$ cat src/rtl/display_pkg.sv
// Shared display encodings: source/state codes and message nibble patterns
// used by the display arbiter and the vending FSM.
package display_pkg;

    localparam logic [1:0] SRC_CREDIT = 2'b00;
    localparam logic [1:0] SRC_PRICE  = 2'b01;
    localparam logic [1:0] SRC_MSG    = 2'b10;

    // State codes double as the src output encoding.
    typedef enum logic [1:0] {
        ST_CREDIT = SRC_CREDIT,
        ST_PRICE  = SRC_PRICE,
        ST_MSG    = SRC_MSG
    } disp_state_t;

    localparam logic [15:0] MSG_SOLD = 16'h5010;
    localparam logic [15:0] MSG_ERR  = 16'hE770;
    localparam logic [15:0] MSG_FULL = 16'hF511;

endpackage

$ cat src/rtl/tick_timer.sv
// 16-bit tick-driven down-counter. Load has priority over tick; a tick at
// zero reloads the counter and pulses expire in that same cycle.
module tick_timer #(
    parameter int W = 16
) (
    input  logic         clk,
    input  logic         clr,
    input  logic         load,
    input  logic [W-1:0] load_val,
    input  logic         tick,
    output logic         expire
);

    logic [W-1:0] count_q;

    assign expire = tick && (count_q == '0);

    always_ff @(posedge clk or negedge clr) begin
        if (!clr) begin
            count_q <= '0;
        end else if (load) begin
            count_q <= load_val;
        end else if (tick) begin
            count_q <= (count_q == '0) ? load_val : count_q - 1'b1;
        end
    end

endmodule

$ cat src/rtl/display_arbiter.sv
// Arbitrates the 4-digit display between live credit, a timed price preview
// and a timed (optionally blinking) status message. All outputs registered.
module display_arbiter
    import display_pkg::*;
#(
    parameter int unsigned HOLD_MS  = 2000,
    parameter int unsigned BLINK_MS = 250
) (
    input  logic        clk,
    input  logic        clr,
    input  logic        tick_1ms,
    input  logic [15:0] credit_bcd,
    input  logic        price_req,
    input  logic [15:0] price_bcd,
    input  logic        msg_req,
    input  logic [15:0] msg_code,
    input  logic        msg_blink,
    output logic [3:0]  dig1,
    output logic [3:0]  dig2,
    output logic [3:0]  dig3,
    output logic [3:0]  dig4,
    output logic        blank,
    output logic [1:0]  src,
    output logic        busy
);

    localparam logic [15:0] HOLD_LOAD  = 16'(HOLD_MS - 1);
    localparam logic [15:0] BLINK_LOAD = 16'(BLINK_MS - 1);

    disp_state_t state_q, state_n;
    logic [15:0] price_q, price_n;
    logic [15:0] msg_q, msg_n;
    logic        blink_q, blink_n;
    logic        pending_q, pending_n;
    logic        phase_q, phase_n;
    logic [15:0] dig_q, dig_n;
    logic        blank_q, blank_n;

    logic hold_load, hold_tick, hold_expire;
    logic blink_load, blink_tick, blink_expire;

    // A price request during MSG does not reload the hold timer, so it must
    // not swallow a tick that lands in the same cycle.
    assign hold_tick  = tick_1ms && !msg_req && !(price_req && state_q != ST_MSG);
    assign blink_tick = tick_1ms && (state_q == ST_MSG) && blink_q;

    tick_timer #(.W(16)) u_hold (
        .clk      (clk),
        .clr      (clr),
        .load     (hold_load),
        .load_val (HOLD_LOAD),
        .tick     (hold_tick),
        .expire   (hold_expire)
    );

    tick_timer #(.W(16)) u_blink (
        .clk      (clk),
        .clr      (clr),
        .load     (blink_load),
        .load_val (BLINK_LOAD),
        .tick     (blink_tick),
        .expire   (blink_expire)
    );

    always_ff @(posedge clk or negedge clr) begin
        if (!clr) begin
            state_q   <= ST_CREDIT;
            price_q   <= '0;
            msg_q     <= '0;
            blink_q   <= 1'b0;
            pending_q <= 1'b0;
            phase_q   <= 1'b0;
            dig_q     <= '0;
            blank_q   <= 1'b0;
        end else begin
            state_q   <= state_n;
            price_q   <= price_n;
            msg_q     <= msg_n;
            blink_q   <= blink_n;
            pending_q <= pending_n;
            phase_q   <= phase_n;
            dig_q     <= dig_n;
            blank_q   <= blank_n;
        end
    end

    always_comb begin
        state_n    = state_q;
        price_n    = price_q;
        msg_n      = msg_q;
        blink_n    = blink_q;
        pending_n  = pending_q;
        phase_n    = phase_q;
        hold_load  = 1'b0;
        blink_load = 1'b0;

        if (msg_req) begin
            state_n    = ST_MSG;
            msg_n      = msg_code;
            blink_n    = msg_blink;
            phase_n    = 1'b1;
            hold_load  = 1'b1;
            blink_load = 1'b1;
            if (price_req) begin
                price_n   = price_bcd;
                pending_n = 1'b1;
            end else if (state_q != ST_MSG) begin
                pending_n = 1'b0;
            end
        end else if (price_req && state_q != ST_MSG) begin
            state_n   = ST_PRICE;
            price_n   = price_bcd;
            pending_n = 1'b0;
            hold_load = 1'b1;
        end else begin
            if (price_req) begin
                price_n   = price_bcd;
                pending_n = 1'b1;
            end
            if (state_q == ST_MSG && blink_q && blink_expire) begin
                phase_n = ~phase_q;
            end
            if (hold_expire) begin
                case (state_q)
                    ST_MSG: begin
                        if (pending_n) begin
                            state_n   = ST_PRICE;
                            pending_n = 1'b0;
                            hold_load = 1'b1;
                        end else begin
                            state_n = ST_CREDIT;
                        end
                    end
                    ST_PRICE: state_n = ST_CREDIT;
                    default:  state_n = state_q;
                endcase
            end
        end

        case (state_n)
            ST_PRICE: dig_n = price_n;
            ST_MSG:   dig_n = msg_n;
            default:  dig_n = credit_bcd;
        endcase
        blank_n = (state_n == ST_MSG) && blink_n && !phase_n;
    end

    assign dig1  = dig_q[15:12];
    assign dig2  = dig_q[11:8];
    assign dig3  = dig_q[7:4];
    assign dig4  = dig_q[3:0];
    assign blank = blank_q;
    assign src   = state_q;
    assign busy  = (state_q != ST_CREDIT);

endmodule

$ cat config.mk
export PLATFORM = sky130hd
export DESIGN_NAME = display_arbiter
export DESIGN_NICKNAME = d
export VERILOG_FILES = /design/src/rtl/display_pkg.sv /design/src/rtl/tick_timer.sv /design/src/rtl/display_arbiter.sv
export SDC_FILE = /design/constraint.sdc
export NUM_CORES = 1
export LEC_CHECK = 0
export CAP_MARGIN = 5
export CORE_MARGIN = 10
export CORE_UTILIZATION = 48
export CTS_BUF_LIST = sky130_fd_sc_hd__clkbuf_16
export CTS_CLUSTER_SIZE = 8
export DETAILED_ROUTE_END_ITERATION = 7
export PLACE_DENSITY = 0.77
export SLEW_MARGIN = 15
export SYNTH_ARGS = -nofsm -noshare
export SYNTH_HDL_FRONTEND = slang
export SYNTH_SLANG_ARGS = --single-unit
export TNS_END_PERCENT = 50
$ cat constraint.sdc
create_clock -name clk -period 2.9 [get_ports clk]
set_input_delay 0.58 -clock clk [delete_from_list [all_inputs] [get_ports clk]]
set_output_delay 0.58 -clock clk [all_outputs]
set_load 0.05 [all_outputs]
==> results.md <==
- Util after Layout: 0.652
- Routed len/inst: 18.0 um
- Combinational group share of total power: 0.231
- # diodes: 0
- Vias in the first global route: 3496
- Synth warn: 0
- Initial antenna violation count: 0
- Placer Congestion: 0.917
- Worst Path Class, Setup: reg2reg
- HP Class: in2async
- Cell taking the most area after synthesis: dfrtp_1
- Slew Viols, Final: 0
- Adder-cell area share of the yosys netlist: 0.0242
- Starting DRT DRC Count: 125
- CTS resizes: 0
- Number of cell rows: 33
- CP Cell Sequence: or4_4 > nor3_4 > nand2_1 > a311o_2 > ha_1 > buf_4 > a22oi_1 > o21ai_0
- Cell area power density: 607 nW/um^2
- Status: finished clean
- Crit end category: flip-flop
- Cells after Synth: 383
- CP Max Fanout: 7
- Clock transition at the registers of the reported paths: 0.07 ns
- Worst slew pin tran: 0.615 ns
- Simple-Gate Fraction of Synth Area: 0.170
- Post-synth EDFFs: 0
- Crit path max-delay family: simple AND/OR/NAND/NOR gates
- Ranking of synthesized cells by area: dfrtp_1 52%, mux2_2 9.0%, nand2_1 3.7%
- Total gr overflow: 0
- CTS Buf Count: 9
- FFs w/ async S/R, synth: 1.00
- Post-synthesis sequential area ratio: 0.520
- Clock Root Buffer: clkbuf_16
- # nets final: 528
- Initial core utilization: 0.499
- Final Skew: 0.00537 ns
- Routed Antenna Nets: 0
- Insertion delay to the later sink of the worst-skew pair: 0.33 ns
- # IOs: 74
- H-tree Lvls: 3
- Largest net degree at the start of global routing: 45
- Post-DP HPWL: 7590 um
- Post-synth cell types: 58
- Required @ worst endpoint: 3.11 ns
- Max stage delay on crit path: 0.62 ns
- CTS tree: built
- Total GRT Usage: 0.161
- Startpoint type of the worst setup path: flip-flop
- Synth-to-layout area growth: 30.7%
- Placeable Area: 8300 sq um
- P_sw: 0.992 mW
- Pwr Total: 3.28 mW
- Top achievable clock speed: 0.377 GHz
- Vias: 3378
- Final setup viols: 0
- Vias per cell: 5.87
- Post-CTS Setup Inserts: 0
- Clock Sinks: 86
- Unrepaired setup endpoints after global routing: no
- Die ar.: 12700 sq um
- Tcrit/Tclk final: 0.916
- First-pass GRT wire length: 17300 um
- Max VDD drop: 0.413 mV
- Die width: 113 um
- # DRC: 0
- Worst EP arrival: 2.86 ns
- Mapped Nets: 445
- Fin. Hold Viols: 0
- Compound-Gate Fraction of Synth Area: 0.143
- XOR/XNOR share of the synthesized area: 0.0212
- Clock Power Share: 0.352
- Layout cells sized above 1: 0.177
- Main combinational cell family by area after synthesis: simple AND/OR/NAND/NOR gates
- Post-synthesis mux area share: 0.0922
- Yosys top cell area share: 0.520
- WP buf/inv: 1
- Hold_buf cts: 0
- Routed WL: 10400 um
- Lkg Pwr: 2.13 nW
- Prevailing post-synth register cell: dfrtp_1
- Pre-antenna DRT Iters: 4
- Internal power: 2.29 mW
- Die height: 113 um
- Max clock buf depth: 2
- # fillers: 641
- Fin crit period: 2.66 ns
- Number of synthesized register bits: 86
- CP max stage cell: or4_4
- Synthesized area: 4140 sq um
- Synthesized area per cell: 10.8 sq um
- Slew headroom: 0.586
- Buffers on Ports: 73
- Switch share: 0.302
- Reg power frac: 0.417
- Max Cap Violations: 0
- Setup tns final: 0 ns
final timing paths:
| kind | depth (start not counted) | slack [ns] | from | to |
|---|---|---|---|---|
| worst max-delay path | 8 | 0.24 | u_hold.count_q[3] | dig_q[13] |
| worst min-delay path | 1 | 0.23 | clr | price_q[4] |
| worst max register to register | 8 | 0.24 | u_hold.count_q[3] | dig_q[13] |
| worst min register to register | 1 | 0.50 | msg_q[11] | msg_q[11] |
| max in group asynchronous | 2 | 2.05 | clr | msg_q[0] |
| min in group clk | 1 | 0.50 | msg_q[11] | msg_q[11] |
flip-flops by register name, indices dropped and copies added, names as in the netlist, 2 cells and up:
| name | flops |
|---|---|
| dig_q | 16 |
| msg_q | 16 |
| price_q | 16 |
| u_blink.count_q | 16 |
| u_hold.count_q | 16 |
| src | 2 |
power by group through the flow:
stage | clock, mW | sequential (mW) | combinational, mW
after detailed placement | 0 | 1.39 | 0.764
after floorplan | 0 | 1.59 | 0.231
final | 1.15 | 1.37 | 0.758
after CTS | 1.17 | 1.37 | 0.766
after global placement | 0 | 1.39 | 0.746
after global routing | 1.22 | 1.38 | 0.813
layer usage:
metal  GRT usage  part of all wire  vias up
li1            -                 -     1595
met1       0.204              0.44     1658
met2       0.255              0.47      114
met3      0.0512             0.078       11
met4      0.0541             0.012        0
met5           0                 0        -
synthesized netlist by cell type (8+ instances only):
cell type / instances
o21ai_0: 21
nand2_1: 41
a22oi_1: 17
nor4_1: 9
xnor2_1: 8
nor3_1: 9
clkbuf_1: 14
inv_1: 12
nand4_1: 11
nand3_1: 9
ha_1: 8
nor2_1: 22
dfrtp_1: 86
mux2_2: 33
cells in the final DEF, fill, tap and decap left out, types with 3 or more instances in the layout:
cell type	netlist	routed
dfrtp_1	86	86
clkdlybuf4s50_1	0	72
nand2_1	41	41
mux2_2	33	33
nor2_1	22	22
o21ai_0	21	21
a22oi_1	17	17
buf_4	0	15
inv_1	12	12
nand4_1	11	11
nor3_1	9	9
nand3_1	9	9
nor4_1	9	9
clkbuf_16	0	9
xnor2_1	8	8
ha_1	8	8
o211ai_1	5	5
or3_1	4	4
a31oi_1	4	4
a21oi_1	4	4
o31ai_1	4	4
o221a_2	4	4
buf_12	0	4
nand3b_1	3	3
and3_1	3	3
o2111ai_1	3	3
a211oi_1	3	3
per-stage QoR:
step                      std cells  hold WS (ns)  instance area (sq um)  setup slack (ns)
after detailed placement        560         0.486                   5110          -0.00228
final                           575         0.229                   5410             0.245
after global placement          560         0.483                   5110             0.113
after global routing            575         0.270                   5410             0.105
after CTS                       575         0.254                   5400             0.111
after floorplan                 383         0.284                   4140             0.118
layout make-up:
class | instances | area [sq um] | area share
inverters | 12 | 45.0 | 0.00833
well taps | 105 | 131 | 0.0243
clock buffers | 9 | 225 | 0.0416
flip-flops and latches | 86 | 2150 | 0.398
multi-input cells | 266 | 1870 | 0.346
clock inverters | 6 | 71.3 | 0.0132
repair buffers | 91 | 913 | 0.169
logic make-up (layout without fill, tap and decap cells):
logic type,after synthesis,in the layout
AND/OR/NAND/NOR,131,131
flip-flops,86,86
AO/OA/AOI/OAI,83,83
multiplexers,34,34
buffers and inverters,31,118
XOR/XNOR,10,10
adder cells (fa/ha/maj),8,8
(Power assumes the default switching activity.)
==> patch 1 (config.mk and constraints unchanged) <==
`W` is set to 16 in 3 places; all go to 32.
--- a/src/rtl/tick_timer.sv
+++ b/src/rtl/tick_timer.sv
@@ -1,7 +1,7 @@
 // 16-bit tick-driven down-counter. Load has priority over tick; a tick at
 // zero reloads the counter and pulses expire in that same cycle.
 module tick_timer #(
-    parameter int W = 16
+    parameter int W = 32
 ) (
     input  logic         clk,
     input  logic         clr,
--- a/src/rtl/display_arbiter.sv
+++ b/src/rtl/display_arbiter.sv
@@ -44,7 +44,7 @@
     assign hold_tick  = tick_1ms && !msg_req && !(price_req && state_q != ST_MSG);
     assign blink_tick = tick_1ms && (state_q == ST_MSG) && blink_q;
 
-    tick_timer #(.W(16)) u_hold (
+    tick_timer #(.W(32)) u_hold (
         .clk      (clk),
         .clr      (clr),
         .load     (hold_load),
@@ -53,7 +53,7 @@
         .expire   (hold_expire)
     );
 
-    tick_timer #(.W(16)) u_blink (
+    tick_timer #(.W(32)) u_blink (
         .clk      (clk),
         .clr      (clr),
         .load     (blink_load),
Check against the original RTL: same outputs for any inputs over 10 cycles, from zero or initial values; that may be too few to reach the edited logic, so the function may still have changed.
==> patch 1 against the unedited design <==
Design area up 43%. Sequential cell count up 32. Synthesized area up 43%. Worst setup slack worse by 99 ps. Wire length up 55%. Total power up 51%. Final cell count up 50%. Critical path depth up 1. Largest cell class unchanged.
==> patch 1: results <==
[place]
placedCellCount = 834
hpwl_mm = 11.22
place.gp.congestion = 0.9307
place_ws_ps = -153.6
port_buffers = 73

[layout]
fin_cells = 865
fillers = 930
antennaDiodeCount = 0
largest_registers = "u_blink.count_q x32, u_hold.count_q x32"
layout-drive-gt1-share_pct = 17.22
nets = 747

[power_and_ir_drop]
internal-power_uw = 3674
leakage_uw = 0.003168
ir_worst_vdd_mv = 0.3816

[global_routing]
grt_max_degree = 55
grt_use_total_pct = 18.59
grt_first_pass_wirelength_mm = 26.61
antenna_found_initial = 0
overflow = 0

[cts]
cts-root-buf = "clkbuf_16"
cts_buffer_depth = 2
cts_buffers = 17
htree_levels = 4
path_clk_slew_ps = 50
clk_latency_ps = 420

[timing]
holdWs_ps = 167.1
clock_skew_ps = 6.403
slew_headroom_pct = 52.97
timing.final.crit_share_pct = 94.97

[detailed_routing]
drt_iter0_drc = 557
dr.pass1.iters = 5
via_count = 5225
wire_per_inst_um = 18.58

[critical_path]
crit_start = "u_hold.count_q[21]"
ff2ff_path_depth = 9
arrival_ps = 3090
rrSetupSlack_ps = 150
critPathMaxFanout = 16
cp-endpoint = "dig_q[0]"

[worst_hold_path]
min_path_type = "in2async"

[synthesis]
yosysSeqAreaShare_pct = 49.81
synth_edf_count = 0
ys_top_cells_by_count = "dfrtp_1, nand2_1, nor2_1"
ys_async_sr_fraction_pct = 100.0
synth_cell_types = 57
synth_nets = 651
netlist_top_cells_area = "dfrtp_1, mux2_2, nand2_1"
synth_area_per_cell_sq_um = 10.06

[outcome]
status = "finished, final reports clean"
==> patch 1: power by group through the flow <==
stage	sequential, uW	combinational [uW]	clock (uW)
global route	1830	899	2400
CTS	1820	838	2330
floorplan	2040	271	0
global placement	1840	816	0
finish	1820	843	2300
detailed placement	1840	833	0
==> patch 1: layout make-up <==
class,count,area [sq um],area share [%]
Clock buffer,17,425.4,5.515
Clock inverter,14,216.5,2.806
Inverter,12,45.04,0.5839
Multi-Input combinational cell,429,2843,36.85
Sequential cell,118,2953,38.28
Tap cell,168,210.2,2.725
Timing Repair Buffer,107,1021,13.24
==> patch 1: per-stage QoR <==
step	total power [uW]	area, sq um	setup TNS (ps)
floorplan	2315	5956	0
global placement	2655	7043	-339.3
detailed placement	2674	7043	-1611
CTS	4980	7687	0
global route	5126	7714	0
finish	4963	7714	0
==> patch 1: kinds of logic after synthesis <==
group	Yosys count	share of synthesized area, %
fa+ha+maj	8	1.689
mux	37	6.944
buf+inv	42	2.807
xor+xnor	22	3.250
flops	118	49.81
simple gates	260	23.81
compound gates	102	11.69
==> patch 1: worst max-delay path: stages (launching register included) <==
cell and delay, ps:
dfrtp_1 370, or4_1 600, nor4_4 280, and4_2 310
a211oi_1 100, a311oi_2 340, ha_1 260, buf_12 160
a22oi_1 90, o21ai_0 160
==> patch 1: per-layer routing <==
| metal | GRT usage, % | vias to the layer above | routed length (um) |
|---|---|---|---|
| met4 | 7.438 | 0 | 255 |
| met3 | 6.136 | 29 | 1375 |
| met1 | 22.46 | 2547 | 6667 |
| met5 | 0 | - | 0 |
| li1 | - | 2384 | - |
| met2 | 29.95 | 265 | 7774 |
==> patch 1: what timing repair did <==
item	CTS	global route
endpoints found under the setup margin	17	17
pin swaps	0	1
setup buffers	0	0
gates resized for setup	1	6
